**src/rtl/pwm4_pkg.sv**
```systemverilog
// Shared constants and helpers for the 4-bit-count PWM generator.
package pwm4_pkg;

    localparam int             CNT_W    = 4;
    localparam int             DUTY_W   = 5;
    localparam int             DUTY_MAX = 16;
    localparam logic [CNT_W-1:0] CNT_LAST = 4'hF;
    localparam int             PCNT_W   = 8;

    // Requests above a full period would otherwise read as "always high" only by accident.
    function automatic logic [DUTY_W-1:0] clamp_duty(input logic [DUTY_W-1:0] d);
        return (d > DUTY_W'(DUTY_MAX)) ? DUTY_W'(DUTY_MAX) : d;
    endfunction

endpackage

```
**src/rtl/pwm4_seq_check.sv**
```systemverilog
// Sticky detector for gaps in the upstream count stream (15 -> 0 is a normal wrap).
module pwm4_seq_check
    import pwm4_pkg::*;
(
    input  logic             clk,
    input  logic             reset,
    input  logic [CNT_W-1:0] count,
    input  logic             err_clr,
    output logic             seq_err
);

    logic [CNT_W-1:0] prev_count;
    logic             prev_valid;
    logic [CNT_W-1:0] next_exp;
    logic             skip;

    assign next_exp = prev_count + CNT_W'(1);
    // The first sample after reset has no predecessor, so it is never flagged.
    assign skip     = prev_valid && (count != next_exp);

    always_ff @(posedge clk) begin
        if (reset) begin
            prev_count <= '0;
            prev_valid <= 1'b0;
            seq_err    <= 1'b0;
        end else begin
            prev_count <= count;
            prev_valid <= 1'b1;
            if (skip) begin
                seq_err <= 1'b1;
            end else if (err_clr) begin
                seq_err <= 1'b0;
            end
        end
    end

endmodule

```
**src/rtl/pwm4_gen.sv**
```systemverilog
// PWM generator slaved to an external 4-bit counter, with a one-entry duty
// shadow register that only takes effect on period boundaries.
module pwm4_gen
    import pwm4_pkg::*;
(
    input  logic              clk,
    input  logic              reset,
    input  logic [CNT_W-1:0]  count,
    input  logic [DUTY_W-1:0] duty,
    input  logic              duty_valid,
    output logic              duty_ready,
    input  logic              err_clr,
    output logic              pwm,
    output logic              period_done,
    output logic [PCNT_W-1:0] period_cnt,
    output logic              seq_err
);

    logic [DUTY_W-1:0] duty_act;
    logic [DUTY_W-1:0] pend;
    logic              pend_full;
    logic              boundary;
    logic              xfer;

    // duty moves when duty_valid && duty_ready at a rising edge; duty_ready
    // depends only on the pending slot, never on duty_valid.
    assign duty_ready = !pend_full;
    assign xfer       = duty_valid && duty_ready;
    assign boundary   = (count == CNT_LAST);

    always_ff @(posedge clk) begin
        if (reset) begin
            duty_act    <= '0;
            pend        <= '0;
            pend_full   <= 1'b0;
            pwm         <= 1'b0;
            period_done <= 1'b0;
            period_cnt  <= '0;
        end else begin
            pwm         <= ({{(DUTY_W-CNT_W){1'b0}}, count} < duty_act);
            period_done <= boundary;
            if (boundary) begin
                period_cnt <= period_cnt + PCNT_W'(1);
            end
            // A full slot blocks xfer, so promotion and capture never collide;
            // a capture in a boundary cycle therefore waits a whole period.
            if (boundary && pend_full) begin
                duty_act  <= pend;
                pend_full <= 1'b0;
            end else if (xfer) begin
                pend      <= clamp_duty(duty);
                pend_full <= 1'b1;
            end
        end
    end

    pwm4_seq_check u_seq_check (
        .clk     (clk),
        .reset   (reset),
        .count   (count),
        .err_clr (err_clr),
        .seq_err (seq_err)
    );

endmodule

```
**config.mk**
```make
export PLATFORM = sky130hd
export DESIGN_NAME = pwm4_gen
export DESIGN_NICKNAME = d
export VERILOG_FILES = /design/src/rtl/pwm4_pkg.sv /design/src/rtl/pwm4_seq_check.sv /design/src/rtl/pwm4_gen.sv
export SDC_FILE = /design/constraint.sdc
export NUM_CORES = 1
export LEC_CHECK = 0
export ABC_AREA = 1
export CAP_MARGIN = 10
export CORE_MARGIN = 3
export CORE_UTILIZATION = 27
export DETAILED_ROUTE_END_ITERATION = 10
export DONT_BUFFER_PORTS = 1
export HOLD_SLACK_MARGIN = 0.15
export PLACE_DENSITY = 0.44
export SYNTH_ARGS = -nofsm -noshare
export SYNTH_HDL_FRONTEND = slang
export SYNTH_HIERARCHICAL = 1
export SYNTH_SLANG_ARGS = --single-unit
```
**constraint.sdc**
```tcl
create_clock -name clk -period 1.3 [get_ports clk]
set_input_delay 0.26 -clock clk [delete_from_list [all_inputs] [get_ports clk]]
set_output_delay 0.26 -clock clk [all_outputs]
set_load 0.02 [all_outputs]
```
# [After elaboration in Yosys (flattened, before gate mapping)]
# Cells that the tools add are included.
# Widths: inputs -> output; s select.
[classes] add_sub_neg=2 magnitude_cmp=2 n_bitwise=1 muxes=4 n_reduce_logical=7 eq_ne=2
[op_table] op="$add 8x1->8 const B" n=1
[op_table] op="$gt 5x5->1 const B" n=1
[op_table] op="$lt 4x5->1" n=1
[op_table] op="$mux 5" n=1
[op_table] op="$add 4x1->4 const B" n=1
[op_table] op="$eq 4x4->1 const B" n=1
[op_table] op="$ne 4x4->1" n=1
[op_table] op="$logic_and 1x1->1" n=3
[op_table] op="$mux 1" n=3
[op_table] op="$reduce_and 2->1" n=1
[op_table] op="$reduce_bool 2->1" n=1
[op_table] op="$reduce_or 2->1" n=1
[op_table] op="$logic_not 1->1" n=1
[op_table] op="$not 1->1" n=1
[totals] inputBits=13 regBits=27 elab_cells=27 out_inout_bits=12

# [Depth between registers and ports, before layout]
[depth] ltp_word=4 ltp_mapped=9 ltp_nobuf=9

# [Cells and area by module]
# Netlist, hierarchy kept.
[by_module_without_submodules] module="pwm4_gen" area_each_um2=963.4 seq_area_each_um2=420.4 cells_per_inst=136 instances=1
[by_module_without_submodules] module="pwm4_seq_check" area_each_um2=297.8 seq_area_each_um2=120.1 cells_per_inst=47 instances=1

# [Worst setup path before layout]
# Ideal clock, no wire load.
[synth_path] path_kind="reg2reg" start="register period_cnt[1]" end="register period_cnt[4]" stages_incl_launch_ff=8 path_slack_ns=0.054 setup_ns=0.113 required_ns=1.187 period_less_slack_ns=1.246 t_arrival_ns=1.133 n_path_buf=0 cell_sequence="dfxtp_1 ha_1 inv_1 nor2_1 and2_1 nand2_1 nand2_1 nor2_1"
[synth_via] elab_chain_len=1
[synth_rtl] element="from (decl)" line_no="pwm4_gen.sv:15" rtl="output logic [PCNT_W-1:0] period_cnt,"
[synth_rtl] element="from (signal assigned)" line_no="pwm4_gen.sv:43" rtl="period_cnt <= period_cnt + PCNT_W'(1);"
[synth_rtl] element="$add 8x1->8" line_no="pwm4_gen.sv:43"
# Every way passes these cells.
# A chain may end at the register's enable or synchronous reset.

# [Worst setup path after layout]
[layout_path] start="register u_seq_check.prev_count[0]" end="register u_seq_check.seq_err"
[layout_via] elab_chain_len=4 elab_cells_between_ends=5 classes_between="add/sub: 1; eq/ne: 1; mux: 1; reduce/logical: 2"
[layout_rtl] element="from (decl)" line_no="pwm4_seq_check.sv:12" rtl="logic [CNT_W-1:0] prev_count;"
[layout_rtl] element="from (signal assigned)" line_no="pwm4_seq_check.sv:27" rtl="prev_count <= count;"
[layout_rtl] element="$add 4x1->4 (*)" line_no="pwm4_seq_check.sv:17" rtl="assign next_exp = prev_count + CNT_W'(1);"
[layout_rtl] element="$ne 4x4->1 (*)" line_no="pwm4_seq_check.sv:19" rtl="assign skip = prev_valid && (count != next_exp);"
[layout_rtl] element="$logic_and 1x1->1 (*)" line_no="pwm4_seq_check.sv:19"
[layout_rtl] element="$mux 1 / $reduce_bool 2->1 (equally long branches)"
[layout_rtl] element="to (signal assigned)" line_no="pwm4_seq_check.sv:25" rtl="seq_err <= 1'b0;"
[layout_rtl] element="to (signal assigned)" line_no="pwm4_seq_check.sv:30" rtl="seq_err <= 1'b1;"
[layout_rtl] element="to (signal assigned)" line_no="pwm4_seq_check.sv:32" rtl="seq_err <= 1'b0;"
[layout_rtl] element="to (decl)" line_no="pwm4_seq_check.sv:9" rtl="output logic seq_err"
# Mark *: on every way between the ends. The rest lies on a longest branch, timed or not.

==> out/summary.txt <==
GR Util met1: 14.20%
clk slew on worst S/H paths: 0.08 ns
Crit Path Class: flip-flop to flip-flop
Top Ports: 25
clock group share of total power: 31.4%
power per cell area: 997.0 nW/um^2
arrival time at the worst endpoint: 1.34 ns
outcome: completed
FF+latch count, synth: 27
site row count: 24
Min Hold Slack: 0.1882 ns
Synth area leaders: dfxtp_1 (43%), nand2_1 (12%), nor2_1 (10%)
Mapped Nets: 201
most common cell in the netlist: nand2_1
Design Area, Final: 1518 sq um
Nets: 221
worst hold path cell count: 2
routed wire length per instance: 10.48 um
Core Region: 4444 sq um
total number of vias: 1095
CP max stage delay: 0.34 ns
Layout Cells excl Fill: 254
Max stage delay cell, worst path: dfxtp_2
first-pass GRT wire length: 4512 um
Placement Setup Slack: 0.08607 ns
Placer Congestion: 0.7728
M2 GR Usage: 15.35%
GRT Util Overall: 10.51%
largest net degree at the start of global routing: 16
combinational share of power: 10.6%
Yosys warning count: 6
FILL cells: 479
f_max: 840.0 MHz
relative slew slack: 67.72%
Multi-input gate area: 593.1 sq um
DRC Markers: 0
Post-synth EDFFs: 0
sw frac: 24.13%
Data required, critical path: 1.45 ns
initial drt markers: 43
cell mode on critical path: nand2_1
CP cell instances: ha_2 > xnor2_2 > nand2_1 > nor2_1 > nand2_1 > nand2_1 > a21oi_2
worst-path fanout max: 3
Avg Inst Size Synth: 6.892 sq um
fin util: 34.15%
Antenna Nets Post-Route: 0
Hold Fails Final Rpt: 0
Worst Skew: 0.006725 ns
Final setup viols: 0
ant diodes: 0
share of power burned in registers: 58.0%
share of the synthesized area in the top cell type: 42.86%
post-synthesis cell count: 183
storage element area: 543.0 sq um
VDD IR max: 378.3 uV
Pwr Total: 1.513 mW
HPWL reported at the end of detailed placement: 1972 um
clock sink total: 27
R2R depth: 7
Root Buffer: clkbuf_8
vias per inst: 4.311
async set-reset flop share out of synthesis: 0%
Clock Path Buffers: 2
Final period util: 91.58%
Initial Utilization: 28.38%
CTS H-tree depth: 1
Tightest Pin Transition: 0.4826 ns
drt pass-1 iters: 4
commonest cells in the netlist: nand2_1 (41), nor2_1 (35), inv_1 (32)
Post-Route WL: 2661 um
Primary FF master, synth: dfxtp_1
initial antenna violation count: 0
critical path capture point type: flip-flop
worst skew pair latency: 0.27 ns
Pins Over Slew Limit: 0
PortBufs: 0
Post-DP Area: 1370 sq um
vias in the first global route: 1042
P&R area growth vs syn: 20.34%
total CTS buffers: 3
critical path launch point type: flip-flop
sw power: 0.3651 mW
DIE WIDTH: 74.35 um
post-layout min period: 1.191 ns
layout cells sized above 1: 10.89%
setup ws final: 0.1095 ns
dpl cells: 241
leading area contributor after synthesis: dfxtp_1
CTS tree: built
internal power: 1.148 mW
FF-to-FF setup slack: 0.11 ns
Mapped Area: 1261 sq um
Die ar.: 5527 sq um
Leak: 0.6946 nW
Unique masters post-synth: 22
global routing's busiest layer: met2
TNS Setup: 0 ns
Chip Height: 74.35 um
Seq/Total Area, Yosys: 42.86%
total gr overflow: 0
max_cap viols: 0
met3 global-route usage: 2.838%
type of the tightest min-delay check: input pin to flip-flop
==> layout by cell type, fill, tap and decap left out <==
cell type,instances
a21oi_1,6
a21oi_2,1
a22oi_1,1
and2_1,1
buf_4,9
clkbuf_1,1
clkbuf_8,3
clkinv_1,1
dfxtp_1,25
dfxtp_2,2
dlygate4sd3_1,8
ha_1,4
ha_2,1
inv_1,32
nand2_1,40
nand2_2,2
nand3_1,8
nand3_2,1
nand4_1,2
nor2_1,35
nor2_2,1
nor2_4,1
nor3_1,2
o21a_1,2
o21ai_0,12
xnor2_2,1
==> worst max-delay path: cells and delay by family (launching register included) <==
kind	cells	cell delay (ns)
AO/OA/AOI/OAI	1	0.04
adder cells (fa/ha/maj)	1	0.33
flip-flops	1	0.34
AND/OR/NAND/NOR	4	0.25
XOR/XNOR	1	0.10
==> power groups by stage <==
stage	combinational [mW]	sequential [mW]	clock (mW)
2_1_floorplan	0.105	0.896	0
3_3_place_gp	0.124	0.896	0
3_5_place_dp	0.128	0.898	0
4_1_cts	0.154	0.878	0.505
5_1_grt	0.187	0.883	0.531
6_report	0.160	0.878	0.475
==> cells by family after synthesis <==
logic type | share of synthesized area (%)
xor gates and xnor gates | 0.6946
DFF | 42.86
buffers and inverters | 11.11
AOI/OAI and AO/OA | 9.623
and+or+nand+nor | 30.76
adders and majority gates | 4.960
==> path summary, 6_finish.rpt <==
path | from | to
setup / recovery | u_seq_check/prev_count[0]$_SDFF_PP0_ | u_seq_check/seq_err$_SDFFE_PP0P_
setup reg to reg | u_seq_check/prev_count[0]$_SDFF_PP0_ | u_seq_check/seq_err$_SDFFE_PP0P_
hold reg to reg | u_seq_check/prev_valid$_DFF_P_ | u_seq_check/seq_err$_SDFFE_PP0P_
hold / removal | duty[2] | pend[2]$_SDFFE_PP0P_
==> sequential cells by signal, indices dropped and copies added (netlist names) <==
signal and count:
pend_full 1, u_seq_check/seq_err 1, u_seq_check/prev_valid 1, period_done 1
u_seq_check/prev_count 4, period_cnt 8, duty_act 5, pwm 1
pend 5
==> cell type report <==
cell class | count | area share [%]
timing repair buffer | 17 | 9.728
inverter | 33 | 8.162
sequential | 27 | 35.78
multi-input combinational | 121 | 39.08
tap | 52 | 4.287
clock buffer | 4 | 2.968
==> per-layer routing <==
metal / up-vias / routed length, um / share of wire, %
met3: 5 / 137 / 5.1
met2: 18 / 1188 / 45
met4: 0 / 57 / 2.1
met1: 475 / 1278 / 48
met5: - / 0 / 0
li1: 597 / - / -
==> timing repair <==
item	CTS	global route
endpoints found under the hold margin	13	0
hold buffers	8	0
gates resized for setup	0	5
endpoints found under the setup margin	0	2
setup buffers	0	1
(Power assumes the default switching activity.)
